### config.mk
export PLATFORM = sky130hd
export DESIGN_NAME = winker_blink_driver
export DESIGN_NICKNAME = d
export VERILOG_FILES = /design/src/rtl/winker_blink_driver.sv
export SDC_FILE = /design/constraint.sdc
export NUM_CORES = 1
export LEC_CHECK = 0
export CAP_MARGIN = 0
export CORE_MARGIN = 3
export CORE_UTILIZATION = 29
export CTS_BUF_LIST = sky130_fd_sc_hd__clkbuf_2 sky130_fd_sc_hd__clkbuf_4 sky130_fd_sc_hd__clkbuf_8
export DETAILED_ROUTE_END_ITERATION = 7
export PLACE_DENSITY = 0.49
export SLEW_MARGIN = 30
export SYNTH_ARGS = -nofsm -noshare
export SYNTH_HDL_FRONTEND = slang
export SYNTH_SLANG_ARGS = --single-unit
### constraint.sdc
create_clock -name clk -period 2.95 [get_ports clk]
set_input_delay 0.59 -clock clk [delete_from_list [all_inputs] [get_ports clk]]
set_output_delay 0.59 -clock clk [all_outputs]
set_load 0.005 [all_outputs]
### src/rtl/winker_blink_driver.sv
// ============================================================================
// Module   : winker_blink_driver
// Purpose  : Turns the winker mode requests into a blinking lamp drive.
//            Requests are levels from the upstream mode FSM. A blink sequence
//            cycles through the ON and OFF states, each HALF_PERIOD clocks
//            long. The block produces a clicker tick at each lamp rise and
//            counts the completed ON phases.
// Config   : `define WINKER_HAZARD_EN adds hazard support. With it, both
//            requests high latch side BOTH and both lamps blink in phase.
//            Without it, the left request wins.
// Ports    : clk          - single clock, all state updates on posedge
//            reset_n      - asynchronous active-low reset
//            i_left_req   - left winker mode request (level)
//            i_right_req  - right winker mode request (level)
//            o_left_lamp  - registered left lamp drive
//            o_right_lamp - registered right lamp drive
//            o_tick       - registered one-cycle pulse at every ON entry
//            o_blink_cnt  - completed ON phases in the current sequence,
//                           saturating
//            o_busy       - high while not IDLE
// Revision : 1.0 - initial release
// ============================================================================
`default_nettype none

module winker_blink_driver #(
  parameter int HALF_PERIOD = 4,
  parameter int CNT_W       = 8
) (
  input  logic             clk,
  input  logic             reset_n,
  input  logic             i_left_req,
  input  logic             i_right_req,
  output logic             o_left_lamp,
  output logic             o_right_lamp,
  output logic             o_tick,
  output logic [CNT_W-1:0] o_blink_cnt,
  output logic             o_busy
);

  localparam logic [1:0] ST_IDLE = 2'd0;
  localparam logic [1:0] ST_ON   = 2'd1;
  localparam logic [1:0] ST_OFF  = 2'd2;

`ifdef WINKER_HAZARD_EN
  localparam int SW = 2;
`else
  localparam int SW = 1;
`endif
  localparam logic [SW-1:0] SIDE_LEFT  = SW'(0);
  localparam logic [SW-1:0] SIDE_RIGHT = SW'(1);
`ifdef WINKER_HAZARD_EN
  localparam logic [SW-1:0] SIDE_BOTH  = SW'(2);
`endif

  localparam logic [15:0]      PHASE_LAST = 16'(HALF_PERIOD - 1);
  localparam logic [CNT_W-1:0] CNT_MAX    = '1;

  logic [1:0]       state, state_nxt;
  logic [SW-1:0]    side, side_nxt;
  logic [15:0]      phase, phase_nxt;
  logic [CNT_W-1:0] cnt_nxt;
  logic             enter_on;
  logic             req_any;
  logic [SW-1:0]    req_side;
  logic             side_hi;
  logic             side_change;
  logic             phase_last;
  logic             left_lamp_nxt, right_lamp_nxt;

  assign req_any = i_left_req | i_right_req;

`ifdef WINKER_HAZARD_EN
  always_comb begin
    req_side = SIDE_LEFT;
    if (i_left_req && i_right_req) begin
      req_side = SIDE_BOTH;
    end else if (i_right_req) begin
      req_side = SIDE_RIGHT;
    end
  end

  always_comb begin
    case (side)
      SIDE_LEFT:  side_hi = i_left_req;
      SIDE_RIGHT: side_hi = i_right_req;
      default:    side_hi = i_left_req & i_right_req;
    endcase
  end
`else
  // Left wins when both are requested.
  assign req_side = i_left_req ? SIDE_LEFT : SIDE_RIGHT;
  assign side_hi  = (side == SIDE_LEFT) ? i_left_req : i_right_req;
`endif

  // A live request pointing to a different side restarts the sequence.
  // This also covers entry to and exit from BOTH.
  assign side_change = req_any && (req_side != side);
  assign phase_last  = (phase == PHASE_LAST);

  always_comb begin
    state_nxt = state;
    side_nxt  = side;
    phase_nxt = phase;
    cnt_nxt   = o_blink_cnt;
    enter_on  = 1'b0;
    case (state)
      ST_IDLE: begin
        if (req_any) begin
          state_nxt = ST_ON;
          side_nxt  = req_side;
          phase_nxt = '0;
          cnt_nxt   = '0;
          enter_on  = 1'b1;
        end
      end
      ST_ON: begin
        if (side_change) begin
          side_nxt  = req_side;
          phase_nxt = '0;
          cnt_nxt   = '0;
          enter_on  = 1'b1;
        end else if (phase_last) begin
          // A dropped request still completes the ON phase and counts it.
          // The block then skips OFF and goes straight back to IDLE.
          state_nxt = side_hi ? ST_OFF : ST_IDLE;
          phase_nxt = '0;
          cnt_nxt   = (o_blink_cnt == CNT_MAX) ? o_blink_cnt
                                               : o_blink_cnt + CNT_W'(1);
        end else begin
          phase_nxt = phase + 16'd1;
        end
      end
      ST_OFF: begin
        if (side_change) begin
          state_nxt = ST_ON;
          side_nxt  = req_side;
          phase_nxt = '0;
          cnt_nxt   = '0;
          enter_on  = 1'b1;
        end else if (!side_hi) begin
          state_nxt = ST_IDLE;
          phase_nxt = '0;
        end else if (phase_last) begin
          state_nxt = ST_ON;
          phase_nxt = '0;
          enter_on  = 1'b1;
        end else begin
          phase_nxt = phase + 16'd1;
        end
      end
      default: begin
        state_nxt = ST_IDLE;
        phase_nxt = '0;
      end
    endcase
  end

`ifdef WINKER_HAZARD_EN
  assign left_lamp_nxt  = (state_nxt == ST_ON) &&
                          ((side_nxt == SIDE_LEFT) || (side_nxt == SIDE_BOTH));
  assign right_lamp_nxt = (state_nxt == ST_ON) &&
                          ((side_nxt == SIDE_RIGHT) || (side_nxt == SIDE_BOTH));
`else
  assign left_lamp_nxt  = (state_nxt == ST_ON) && (side_nxt == SIDE_LEFT);
  assign right_lamp_nxt = (state_nxt == ST_ON) && (side_nxt == SIDE_RIGHT);
`endif

  // The outputs are registered from the next-state values, so they line up
  // with the state register without adding a cycle of latency.
  always_ff @(posedge clk or negedge reset_n) begin
    if (!reset_n) begin
      state        <= ST_IDLE;
      side         <= SIDE_LEFT;
      phase        <= '0;
      o_blink_cnt  <= '0;
      o_left_lamp  <= 1'b0;
      o_right_lamp <= 1'b0;
      o_tick       <= 1'b0;
      o_busy       <= 1'b0;
    end else begin
      state        <= state_nxt;
      side         <= side_nxt;
      phase        <= phase_nxt;
      o_blink_cnt  <= cnt_nxt;
      o_left_lamp  <= left_lamp_nxt;
      o_right_lamp <= right_lamp_nxt;
      o_tick       <= enter_on;
      o_busy       <= (state_nxt != ST_IDLE);
    end
  end

endmodule

`default_nettype wire

==> reports/results.txt, run 1 <==
The floorplan step defined a die boundary enclosing 7390 sq um. The kind of end point of the critical path is a flip-flop. The number of filler cells placed in the layout is 635, and the number of buffers inserted to repair setup after CTS is 0. At the worst endpoint, the arrival time is 2690 ps. The critical path is of the in2reg type.

The worst-case IR drop observed on VDD is 0.000331 V. Dividing total power by cell area gives a power density of 569 nW/um^2. The final clock skew was 4.89 ps; the number of unique standard cell types used by synthesis was 43. The total count of max-transition violations in the final report was 0. The instance count after placement with tap cells included is 289, and the routability congestion estimate is 0.842.

Counting every sink on the clock net gives 31. In the final design database the tool counted 231 nets. The longest clock path from root to sink contains 2 buffers. The quantity of hold-fixing buffers added after cts was 0.

The remaining routing DRC violations came out at 0. The run gives 212 as the net count of the mapped netlist. The sequential element share of the synthesized area was 41.8%; the worst setup slack before clock tree synthesis was 181 ps.

The tools report the startpoint kind of the worst setup timing path as an input pin. After the first detailed-routing iteration, the DRC count stood at 57. Minimum clock period: 2480 ps. At the worst endpoint, the required time is 3160 ps. Across all setup checks in the final design, the least slack found is 471 ps. Entering global routing, the biggest net connects 32 pins. For this run, the leading register cell type out of synthesis is sky130_fd_sc_hd__dfrtp_1. In the post-synthesis netlist, the biggest area contributors are sky130_fd_sc_hd__dfrtp_1, sky130_fd_sc_hd__xor2_1, sky130_fd_sc_hd__ha_1. After the flow finishes, the layout carries non-filler instances totaling 296.

For this run, the total global-route usage over all layers was measured as 11.8%. The share of the clock period used by the worst path after layout is 84.0%. The register bit count reported by yosys works out to 31.

TritonCTS built the clock tree. Clock latency on the worst-skew pair, taken at its later pin, is 280 ps. The cell area after synthesis was 1850 sq um; the floorplan row count was 28. Dividing the detail-routed via count by the number of cells gives 5.18. The proportion of layout cells with a drive suffix above 1 came out at 7.24%. The first global-routing pass estimated 7090 microns of wire. The share of synthesized flip-flops with an asynchronous set or reset was 100%.

The area of all placed cells without fillers was 2190 sq um; the synthesized area per cell was 9.18 sq um. On the final layout, the worst hold slack is 519 ps. The number of port buffers is 15, and the floorplan core area is 6060 sq um. The initial utilization of the core area, before any placement, comes to 30.6%. The remaining global-route overflow is 0. After clock tree synthesis, the clock-pin slew on the worst setup and hold paths is 70 ps. The max-capacitance violation count is 0, and the number of routed nets with antenna violations is 0. At the pin with the least slew margin, the transition time is 498 ps. The run finished with clean final reports. Instance count of the mapped netlist: 202.

For the final routed database, the setup TNS stands at 0 ps. The path class of the tightest hold or removal check is reg2reg. The number of inserted diodes is 0, and the floorplan die height is 86.0 microns. The cell type contributing the most total cell area after synthesis was sky130_fd_sc_hd__dfrtp_1. In this run, synthesis inferred 0 flip-flops with an integrated enable. The number of detailed-route iterations in the first pass is 4. The run gives 1481 as the via count of the first global-routing pass. Summed over all layers, the routed wires come to 3980 microns. Maximum level of the CTS H-tree: 2.

The number of antenna violations at the first check in global routing is 0, and the static power due to leakage is 0.981 nW. Setup repair after global routing left no endpoint under its margin. The die is 86.0 microns wide.

Summed over its instances, the top area cell type makes up 41.8% of the synthesized netlist area. The detailed-route wire length per cell is 13.5 microns. The final count of hold timing violations is 0. For the HPWL after detailed placement, the log shows 2800 microns. For this design the top-level I/O count stands at 16. In this run the clock root is driven by a sky130_fd_sc_hd__clkbuf_8.

Number of cells upsized or downsized after cts: 0. The relative area change from synthesis to final layout came out at 18.0%. In this run, CTS created clock tree buffers numbering 5. Summing over every cut layer, the via total after detailed routing is 1532. The number of endpoints failing setup at the final stage is 0.

For this run, the number of Yosys warnings is 0. The placement-stage cell area was 2100 sq um. For this run, the top clock speed supported by timing is 403 MHz.

Along the worst path, the maximum fanout reaches 9. The remaining max-slew budget at the tightest pin is 66.7%.
==> sequential cells by signal (all words and copies together) (netlist names) <==
| register | cells |
|---|---|
| phase | 16 |
| o_blink_cnt | 8 |
| state | 2 |
| o_busy | 1 |
| o_left_lamp | 1 |
| o_right_lamp | 1 |
| o_tick | 1 |
| side | 1 |
==> through the flow <==
stage	utilization [%]	total power [mW]
3_3_place_gp	34.7	0.922
2_1_floorplan	-	0.775
5_1_grt	36.1	1.33
3_5_place_dp	34.7	0.920
4_1_cts	36.1	1.27
6_report	36.1	1.25
==> worst max-delay path: stages <==
cell,delay (ps)
sky130_fd_sc_hd__clkdlybuf4s50_1,470
sky130_fd_sc_hd__or3b_4,410
sky130_fd_sc_hd__a311o_4,440
sky130_fd_sc_hd__nand2b_4,190
sky130_fd_sc_hd__or4_1,510
sky130_fd_sc_hd__nand3_1,90
==> path summary, 6_finish.rpt <==
path	from	endpoint	slack (ps)	cells after the start
max in group asynchronous	reset_n	o_blink_cnt[0]	1950	2
max	i_right_req	o_blink_cnt[5]	470	6
max reg2reg	state[1]	o_left_lamp	630	8
min reg2reg	phase[1]	phase[1]	520	2
min in group asynchronous	reset_n	o_blink_cnt[4]	710	2
min	phase[1]	phase[1]	520	2
==> where the power goes <==
part	total (mW)	switching, mW	internal (mW)
combinational	0.406	0.232	0.174
clock	0.338	0.155	0.183
sequential	0.503	0.0330	0.470
==> layer usage <==
metal | share of wire [%] | wire [microns] | track usage (%)
met2 | 45 | 1790 | 17.0
met4 | 1.6 | 64 | 5.04
met1 | 49 | 1970 | 16.8
met5 | 0 | 0 | 0
met3 | 4.0 | 161 | 2.98
==> cell families after synthesis <==
kind of cell,synth area share [%]
XOR/XNOR,5.67
flip-flops,41.8
buffers and inverters,3.31
multiplexers,0.607
AND/OR/NAND/NOR,29.7
adder cells (fa/ha/maj),4.05
AO/OA/AOI/OAI,14.8
==> cell type report <==
type                            count  area, sq um  area share [%]
Clock buffer                        6         82.6            3.77
Clock inverter                      1         5.00           0.229
Sequential cell                    31          776            35.4
Timing Repair Buffer               20          188            8.58
Inverter                            7         26.3            1.20
Multi-Input combinational cell    156         1020            46.5
Tap cell                           75         93.8            4.29
==> synth_stat cells (2+ instances only) <==
master and count:
sky130_fd_sc_hd__dfrtp_1 31, sky130_fd_sc_hd__a31oi_1 2, sky130_fd_sc_hd__a21oi_1 6, sky130_fd_sc_hd__nand2_1 17, sky130_fd_sc_hd__nor2_1 20, sky130_fd_sc_hd__nor2b_1 2
sky130_fd_sc_hd__xor2_1 9, sky130_fd_sc_hd__and4_1 5, sky130_fd_sc_hd__xnor2_1 3, sky130_fd_sc_hd__o2111ai_1 2, sky130_fd_sc_hd__nor3b_1 3, sky130_fd_sc_hd__o21ai_0 5
sky130_fd_sc_hd__and2_1 5, sky130_fd_sc_hd__o211ai_1 4, sky130_fd_sc_hd__nor4_1 5, sky130_fd_sc_hd__a21o_1 6, sky130_fd_sc_hd__clkbuf_1 6, sky130_fd_sc_hd__nand4_1 9
sky130_fd_sc_hd__nand3_1 13, sky130_fd_sc_hd__nor3_1 5, sky130_fd_sc_hd__o21bai_1 2, sky130_fd_sc_hd__nor4b_1 2, sky130_fd_sc_hd__ha_1 6, sky130_fd_sc_hd__inv_1 7
sky130_fd_sc_hd__or4_1 3, sky130_fd_sc_hd__and3_1 7
==> placed cells by master, fill, tap and decap left out, types with 6 or more instances in the layout <==
cell and count:
sky130_fd_sc_hd__dfrtp_1 31, sky130_fd_sc_hd__nor2_1 20, sky130_fd_sc_hd__nand2_1 17, sky130_fd_sc_hd__clkdlybuf4s50_1 15
sky130_fd_sc_hd__nand3_1 13, sky130_fd_sc_hd__nand4_1 9, sky130_fd_sc_hd__xor2_1 9, sky130_fd_sc_hd__inv_1 7
sky130_fd_sc_hd__and3_1 7, sky130_fd_sc_hd__a21o_1 6, sky130_fd_sc_hd__a21oi_1 6, sky130_fd_sc_hd__ha_1 6
sky130_fd_sc_hd__clkbuf_8 6
No activity file was read; power rests on OpenSTA's default activity.
==> inputs of run 2 (changes only) <==
Settings changed: PLACE_DENSITY 0.49 to 0.5.
Clock period 2.95 ns to 2.1 ns, I/O delays scaled along.
==> run 2 against run 1 <==
Compared with the run above: first-iteration DRC count unchanged; final cell count increased by 7.8%; worst hold slack improved by 1.1 ps; largest power group is now combinational logic; largest cell class unchanged; clock power increased by 43%; combinational power increased by 81%; non-clock buffer count increased by 22; highest routed layer unchanged; clock skew increased by 2.6 ps; critical path depth decreased by 1; register-to-register slack got worse by 490 ps.
==> reports/results.txt, run 2 (synthesized netlist as in run 1, its figures left out) <==
The flow ran to the end, and the final reports show no timing, DRC or antenna violations. The remaining routing DRC violations came out at 0 (unchanged). Commonest non-fill, non-tap cells in the layout: sky130_fd_sc_hd__dfrtp_1, sky130_fd_sc_hd__buf_4, sky130_fd_sc_hd__nor2_1 (was sky130_fd_sc_hd__dfrtp_1, sky130_fd_sc_hd__nor2_1, sky130_fd_sc_hd__nand2_1). The HPWL after detailed placement was 3050 microns (was 2800 microns); the overall power consumption was 1.91 mW (was 1.25 mW).

The iteration-0 DRC count of the detailed router was 57 (unchanged). The endpoint arrival time on the critical path is 2180 ps (was 2690 ps). The full die area was 7390 sq um (unchanged); the routed wire length was 4300 microns (was 3980 microns).

The relative area change from synthesis to final layout works out to 28.2% (was 18.0%). Most common cell after layout, fill and taps aside: sky130_fd_sc_hd__dfrtp_1 (unchanged). The logs give 2 (unchanged) for the number of buffers on the longest clock path and 0 (unchanged) for the max-capacitance violation count.

The via-per-instance ratio is 5.08 (was 5.18). The tools report the launching point of the worst reg2reg path as side (was state[1]). The kind of end point of the critical path is a flip-flop (unchanged).

The minimum setup slack among reg-to-reg paths was 140 ps (was 630 ps). For the number of inserted diodes, the log shows 0 (unchanged). The class of the worst hold path is reg2reg (unchanged).

Hold path endpoint: o_blink_cnt[2] (was phase[1]). The instance count after placement with tap cells included came out at 309 (was 289). Number of port buffers: 15 (unchanged).

The number of flip-flops in the largest register was 16 (unchanged); the highest attainable clock frequency was 511 MHz. The startpoint kind of the worst setup timing path is a flip-flop (was an input pin). For the filler-free cell count of the finished design, the log shows 319 (was 296). The floorplan row count is 28 (unchanged), and the clock input transition at the sequential cells of the worst setup and hold paths is 70 ps (about the same). For the number of endpoints failing setup at the final stage, the log shows 0 (unchanged).

The width of the chip is 86.0 microns (unchanged), and the total count of max-transition violations in the final report is 0 (unchanged). The static power due to leakage was 1.12 nW (was 0.981 nW); the floorplan core area was 6060 sq um (unchanged). The highest layer used for signal routing is met4 (unchanged). The final critical path takes up 93.2% of the cycle. The cell area power density came out at 802 nW/um^2 (was 569 nW/um^2). The register with the most flip-flops is phase (unchanged). The required time of the worst setup path was 2320 ps (was 3160 ps). The number of cells traversed by the worst register-to-register path was 5 (was 8); the via count of the first global-routing pass was 1595 (was 1481). The logs give -315 ps (was 181 ps) for the worst setup slack before clock tree synthesis and 0 (unchanged) for the quantity of hold-fixing buffers added after cts. Maximum number of pins on one net before global-route repair: 32 (unchanged). The floorplan die height was 86.0 microns (unchanged). The setup slack after layout was 143 ps (was 471 ps); the cell count of the worst hold path was 1 (was 2). The first-pass GRT wire length is 7630 microns (was 7090 microns). The tools report the number of antenna violations at the first check in global routing as 0 (unchanged).

The clock root buffer was sky130_fd_sc_hd__clkbuf_8 (unchanged). The tools report the launch point of the worst hold path as o_blink_cnt[2] (was phase[1]). For the remaining global-route overflow, the log shows 0 (unchanged). The tools report the endpoint of the worst-slack reg-to-reg timing path as o_blink_cnt[7] (was o_left_lamp). The largest fanout on the critical path is 5 (was 9), and the maximum level of the CTS H-tree is 2 (unchanged).

The run gives 280 ps (about the same) as the insertion delay to the later sink of the worst-skew pair. The post-layout utilization of the core was 39.2% (was 36.1%). The routed wire length on met2 was 1810 microns (was 1790 microns); the number of nets in the layout was 253 (was 231).

The overall routing resource usage is 13.1% (was 11.8%), and the final clock skew is 7.54 ps (was 4.89 ps). The CTS sink count is 31 (unchanged), and the slew of the pin with the lowest slew margin is 410 ps (was 498 ps). The routability congestion estimate is 0.828 (was 0.842), and the number of detailed-route iterations in the first pass is 4 (unchanged).

TritonCTS built the clock tree. The remaining max-slew budget at the tightest pin was 72.7% (was 66.7%). The detailed-route wire length per cell was 13.5 microns (about the same).

The number of placed I/O pins is 16 (unchanged), and the total clock buffers created by CTS is 5 (unchanged). The number of routed nets with antenna violations is 0 (unchanged). The final-layout setup total negative slack is 0 ps (unchanged), and the proportion of layout cells with a drive suffix above 1 is 17.6% (was 7.24%).

The tools report the final count of hold timing violations as 0 (unchanged). The count of vias placed by the detailed router came out at 1620 (was 1532). Setup repair after global routing left no endpoint under its margin. The detailed-routed wire length on met3 is 153 microns (was 161 microns).

Subtracting the final worst setup slack from the clock period gives 1960 ps. Largest registers: phase x16, o_blink_cnt x8, state x2 (unchanged). The run gives 30.6% (unchanged) as the effective utilization at floorplan. Type of the setup path with the least slack: reg2reg (was in2reg). The tools report the met1 routed wirelength after detailed routing as 2270 microns (was 1970 microns). The worst-case vdd ir drop came out at 0.000462 V (was 0.000331 V).
[run 2: changes by cell type in the layout (fill, tap and decap cells not counted), moves of 2 or more]
cell / before / now
sky130_fd_sc_hd__clkdlybuf4s50_1: 15 / 13
sky130_fd_sc_hd__buf_4: 5 / 27
sky130_fd_sc_hd__dlymetal6s2s_1: 0 / 2
sky130_fd_sc_hd__clkbuf_4: 0 / 2
[run 2: timing repair]
action	in CTS	in global routing
hold endpoints to repair	0	0
gates resized for setup	0	5
pin swaps	2	3
buffers inserted	0	2
setup endpoints to repair	2	7
[run 2: metal layers]
metal,vias to the layer above,track usage [%]
met1,761,18.4
met2,27,18.8
met5,-,0
met3,5,4.51
li1,827,-
met4,0,4.03
[run 2: how the worst max path moves through the flow]
stage | from | end | depth (start not counted)
floorplan | i_right_req | o_blink_cnt[7] | 6
global placement | i_right_req | o_blink_cnt[7] | 6
detailed placement | i_right_req | o_blink_cnt[7] | 6
CTS | i_right_req | o_blink_cnt[7] | 6
global route | state[1] | phase[5] | 9
finish | side | o_blink_cnt[7] | 5
[run 2: power breakdown]
part | total [mW] | internal [mW] | leakage, nW | switching (mW)
registers | 0.688 | 0.659 | 0.423 | 0.0289
clock network | 0.485 | 0.258 | 0.0491 | 0.227
logic | 0.733 | 0.365 | 0.646 | 0.368
total | 1.91 | 1.28 | 1.12 | 0.624
[run 2: final cells by class]
| cell class | instances | area, sq um |
|---|---|---|
| timing repair buffer | 42 | 358 |
| multi-input combinational | 156 | 1030 |
| clock inverter | 1 | 5.00 |
| fill | 612 | 3680 |
| clock buffer | 7 | 83.8 |
| sequential | 31 | 776 |
| inverter | 7 | 26.3 |
| tap | 75 | 93.8 |
[run 2: critical path: stages, from the launching register on]
cell and delay (ps):
sky130_fd_sc_hd__dfrtp_1 380, sky130_fd_sc_hd__or3b_4 400, sky130_fd_sc_hd__a311o_4 410, sky130_fd_sc_hd__nand2b_4 160, sky130_fd_sc_hd__or4_1 460, sky130_fd_sc_hd__nand3_1 80
[run 2: through the flow]
| stage | area (sq um) | hold WS (ps) |
|---|---|---|
| after floorplan | 1860 | 124 |
| after global placement | 2260 | 502 |
| after detailed placement | 2260 | 512 |
| after CTS | 2340 | 525 |
| after global routing | 2380 | 554 |
| final | 2380 | 520 |
==> inputs of run 3 (changes only) <==
Settings changed: PLACE_DENSITY 0.5 to 0.43, SETUP_SLACK_MARGIN from default to 0.15.
==> run 3 against run 2 <==
Compared with the run above: sequential share of layout area down 1.9 points; highest routed layer unchanged; worst hold slack worse by 3.8 ps; maximum frequency up 2.8%; core utilization up 2.4 points.
==> reports/results.txt, run 3 (synthesized netlist as in run 1, its figures left out) <==
The flow ran to the end, and the final reports show no timing, DRC or antenna violations. The final count of hold timing violations is 0 (unchanged), and the via-per-instance ratio is 5.24 (was 5.08). The clock root buffer is sky130_fd_sc_hd__clkbuf_8 (unchanged). Relative area change from synthesis to final layout: 36.2% (was 28.2%).

The static power due to leakage is 1.15 nW (was 1.12 nW), and the count of vias placed by the detailed router is 1718 (was 1620). Largest registers: phase x16, o_blink_cnt x8, state x2 (unchanged). The number of flip-flops in the largest register is 16 (unchanged). The logs give 72.9% (was 72.7%) for the remaining max-slew budget at the tightest pin and 0 (unchanged) for the quantity of hold-fixing buffers added after cts. The worst setup slack before clock tree synthesis is -327 ps (was -315 ps), and the full die area is 7390 sq um (unchanged). The logs give 6060 sq um (unchanged) for the floorplan core area and 0 (unchanged) for the total count of max-transition violations in the final report. Routed wire length: 4720 microns (was 4300 microns). Register with the most flip-flops: phase (unchanged). The tools report the HPWL after detailed placement as 3440 microns (was 3050 microns). The run gives 516 ps (was 520 ps) as the final-layout worst hold slack. The tools report the maximum number of pins on one net before global-route repair as 32 (unchanged). The largest fanout on the critical path was 5 (unchanged); the number of detailed-route iterations in the first pass was 4 (unchanged). Commonest non-fill, non-tap cells in the layout: sky130_fd_sc_hd__buf_4, sky130_fd_sc_hd__dfrtp_1, sky130_fd_sc_hd__nor2_1 (was sky130_fd_sc_hd__dfrtp_1, sky130_fd_sc_hd__buf_4, sky130_fd_sc_hd__nor2_1). The logs give 13.2% (was 13.1%) for the overall routing resource usage and 4.78 ps (was 7.54 ps) for the final clock skew. The max-capacitance violation count is 0 (unchanged), and the via count of the first global-routing pass is 1610 (was 1595). The clock input transition at the sequential cells of the worst setup and hold paths is 60 ps (was 70 ps), and the CTS sink count is 31 (unchanged). The startpoint kind of the worst setup timing path was an input pin (was a flip-flop).

Share of the clock period used by the worst path after layout: 90.7% (was 93.2%). The most common cell after layout, fill and taps aside is sky130_fd_sc_hd__buf_4 (was sky130_fd_sc_hd__dfrtp_1). The number of endpoints failing setup at the final stage was 0 (unchanged); the number of antenna violations at the first check in global routing was 0 (unchanged). The cell-internal power came out at 1.39 mW (was 1.28 mW). The tools report the overall power consumption as 2.03 mW (was 1.91 mW). The switching component of the power was 0.644 mW (was 0.624 mW). The kind of end point of the critical path is a flip-flop (unchanged).

The number of port buffers is 15 (unchanged), and the endpoint arrival time on the critical path is 2120 ps (was 2180 ps). The cell area power density is 805 nW/um^2 (was 802 nW/um^2). Setup repair after global routing left no endpoint under its margin. For the highest attainable clock frequency, the log shows 525 MHz (was 511 MHz). The effective utilization at floorplan is 30.6% (unchanged). Proportion of layout cells with a drive suffix above 1: 25.3% (was 17.6%). The width of the chip is 86.0 microns (unchanged).

The number of placed I/O pins is 16 (unchanged), and the floorplan row count is 28 (unchanged). The tools report the setup slack after layout as 195 ps (was 143 ps). The number of nets in the layout is 262 (was 253). TritonCTS built the clock tree.

The area of all placed cells without fillers is 2520 sq um (was 2380 sq um), and the floorplan die height is 86.0 microns (unchanged). The tools report the post-layout utilization of the core as 41.7% (was 39.2%). Type of the setup path with the least slack: in2reg (was reg2reg). The detailed-route wire length per cell is 14.4 microns (was 13.5 microns), and the combinational share of power is 40.3% (was 38.5%). Worst-case vdd ir drop: 0.000267 V (was 0.000462 V). The share of total power consumed by net switching was 31.7% (was 32.7%). The logs give 34.1% (was 36.1%) for the sequential share of power and 2 (unchanged) for the maximum level of the CTS H-tree. The slew of the pin with the lowest slew margin was 407 ps (was 410 ps); the clock power share was 25.6% (was 25.4%).

The iteration-0 DRC count of the detailed router was 118 (was 57); the placement-stage cell area was 2290 sq um (was 2260 sq um). The minimum clock period was 1900 ps (was 1960 ps); the required time of the worst setup path was 2310 ps (was 2320 ps). The remaining routing DRC violations is 0 (unchanged), and the total clock buffers created by CTS is 5 (unchanged). Class of the worst hold path: reg2reg (unchanged).

The logs give 2 (unchanged) for the number of buffers on the longest clock path and 0 (unchanged) for the number of inserted diodes. The number of routed nets with antenna violations came out at 0 (unchanged). The logs give 280 ps (about the same) for the insertion delay to the later sink of the worst-skew pair and 7850 microns (was 7630 microns) for the first-pass GRT wire length. The logs give 0 (unchanged) for the remaining global-route overflow and 0.800 (was 0.828) for the routability congestion estimate.
==> run 3: cell count changes in the layout (fill, tap and decap cells not counted), sizes merged <==
cell	change
dlygate4sd2	+2
clkbuf	+1
buf	+9
dlymetal6s2s	-2
clkinv	-1
==> run 3: path summary, 6_finish.rpt <==
| kind | startpoint | to | slack (ps) | depth (start not counted) |
|---|---|---|---|---|
| max | i_left_req | o_blink_cnt[7] | 200 | 6 |
| min | o_blink_cnt[2] | o_blink_cnt[2] | 520 | 1 |
| max reg2reg | side | o_blink_cnt[7] | 210 | 5 |
| min reg2reg | o_blink_cnt[2] | o_blink_cnt[2] | 520 | 1 |
| max in group asynchronous | reset_n | phase[4] | 1260 | 2 |
| min in group asynchronous | reset_n | o_tick | 540 | 2 |
==> run 3: layout make-up <==
class                           instances  area, sq um
Fill cell                             602         3540
Clock buffer                            8          104
Inverter                                7         26.3
Timing Repair Buffer                   51          425
Sequential cell                        31          776
Tap cell                               75         93.8
Multi-Input combinational cell        156         1100
==> run 3: power by group through the flow <==
| stage | clock, mW | combinational (mW) | sequential [mW] |
|---|---|---|---|
| 2_1_floorplan | 0 | 0.383 | 0.710 |
| 3_3_place_gp | 0 | 0.727 | 0.701 |
| 3_5_place_dp | 0 | 0.727 | 0.703 |
| 4_1_cts | 0.542 | 0.761 | 0.687 |
| 5_1_grt | 0.577 | 0.901 | 0.697 |
| 6_report | 0.519 | 0.819 | 0.694 |
==> run 3: through the flow <==
step | TNS (ps) | std cells
floorplan | 0 | 202
global placement | -5130 | 313
detailed placement | -6060 | 313
CTS | 0 | 322
global route | 0 | 328
finish | 0 | 328
==> run 3: critical path, cell delays in order <==
cell,delay [ps]
sky130_fd_sc_hd__dlygate4sd2_1,250
sky130_fd_sc_hd__or3b_4,400
sky130_fd_sc_hd__a311o_4,380
sky130_fd_sc_hd__nand2b_4,160
sky130_fd_sc_hd__or4_4,400
sky130_fd_sc_hd__nand3_1,100
==> run 3: repair_timing <==
action / CTS / global route
endpoints found under the setup margin: 26 / 22
setup buffers: 1 / 6
hold endpoints to repair: 0 / 0
resized for setup: 7 / 16
pin swaps: 3 / 3
==> run 3: layer usage <==
metal	track usage (%)	up-vias	routed length, microns
met3	2.88	9	215
met4	4.46	0	82
met5	0	-	0
met2	20.8	39	2250
li1	-	846	-
met1	17.9	824	2170
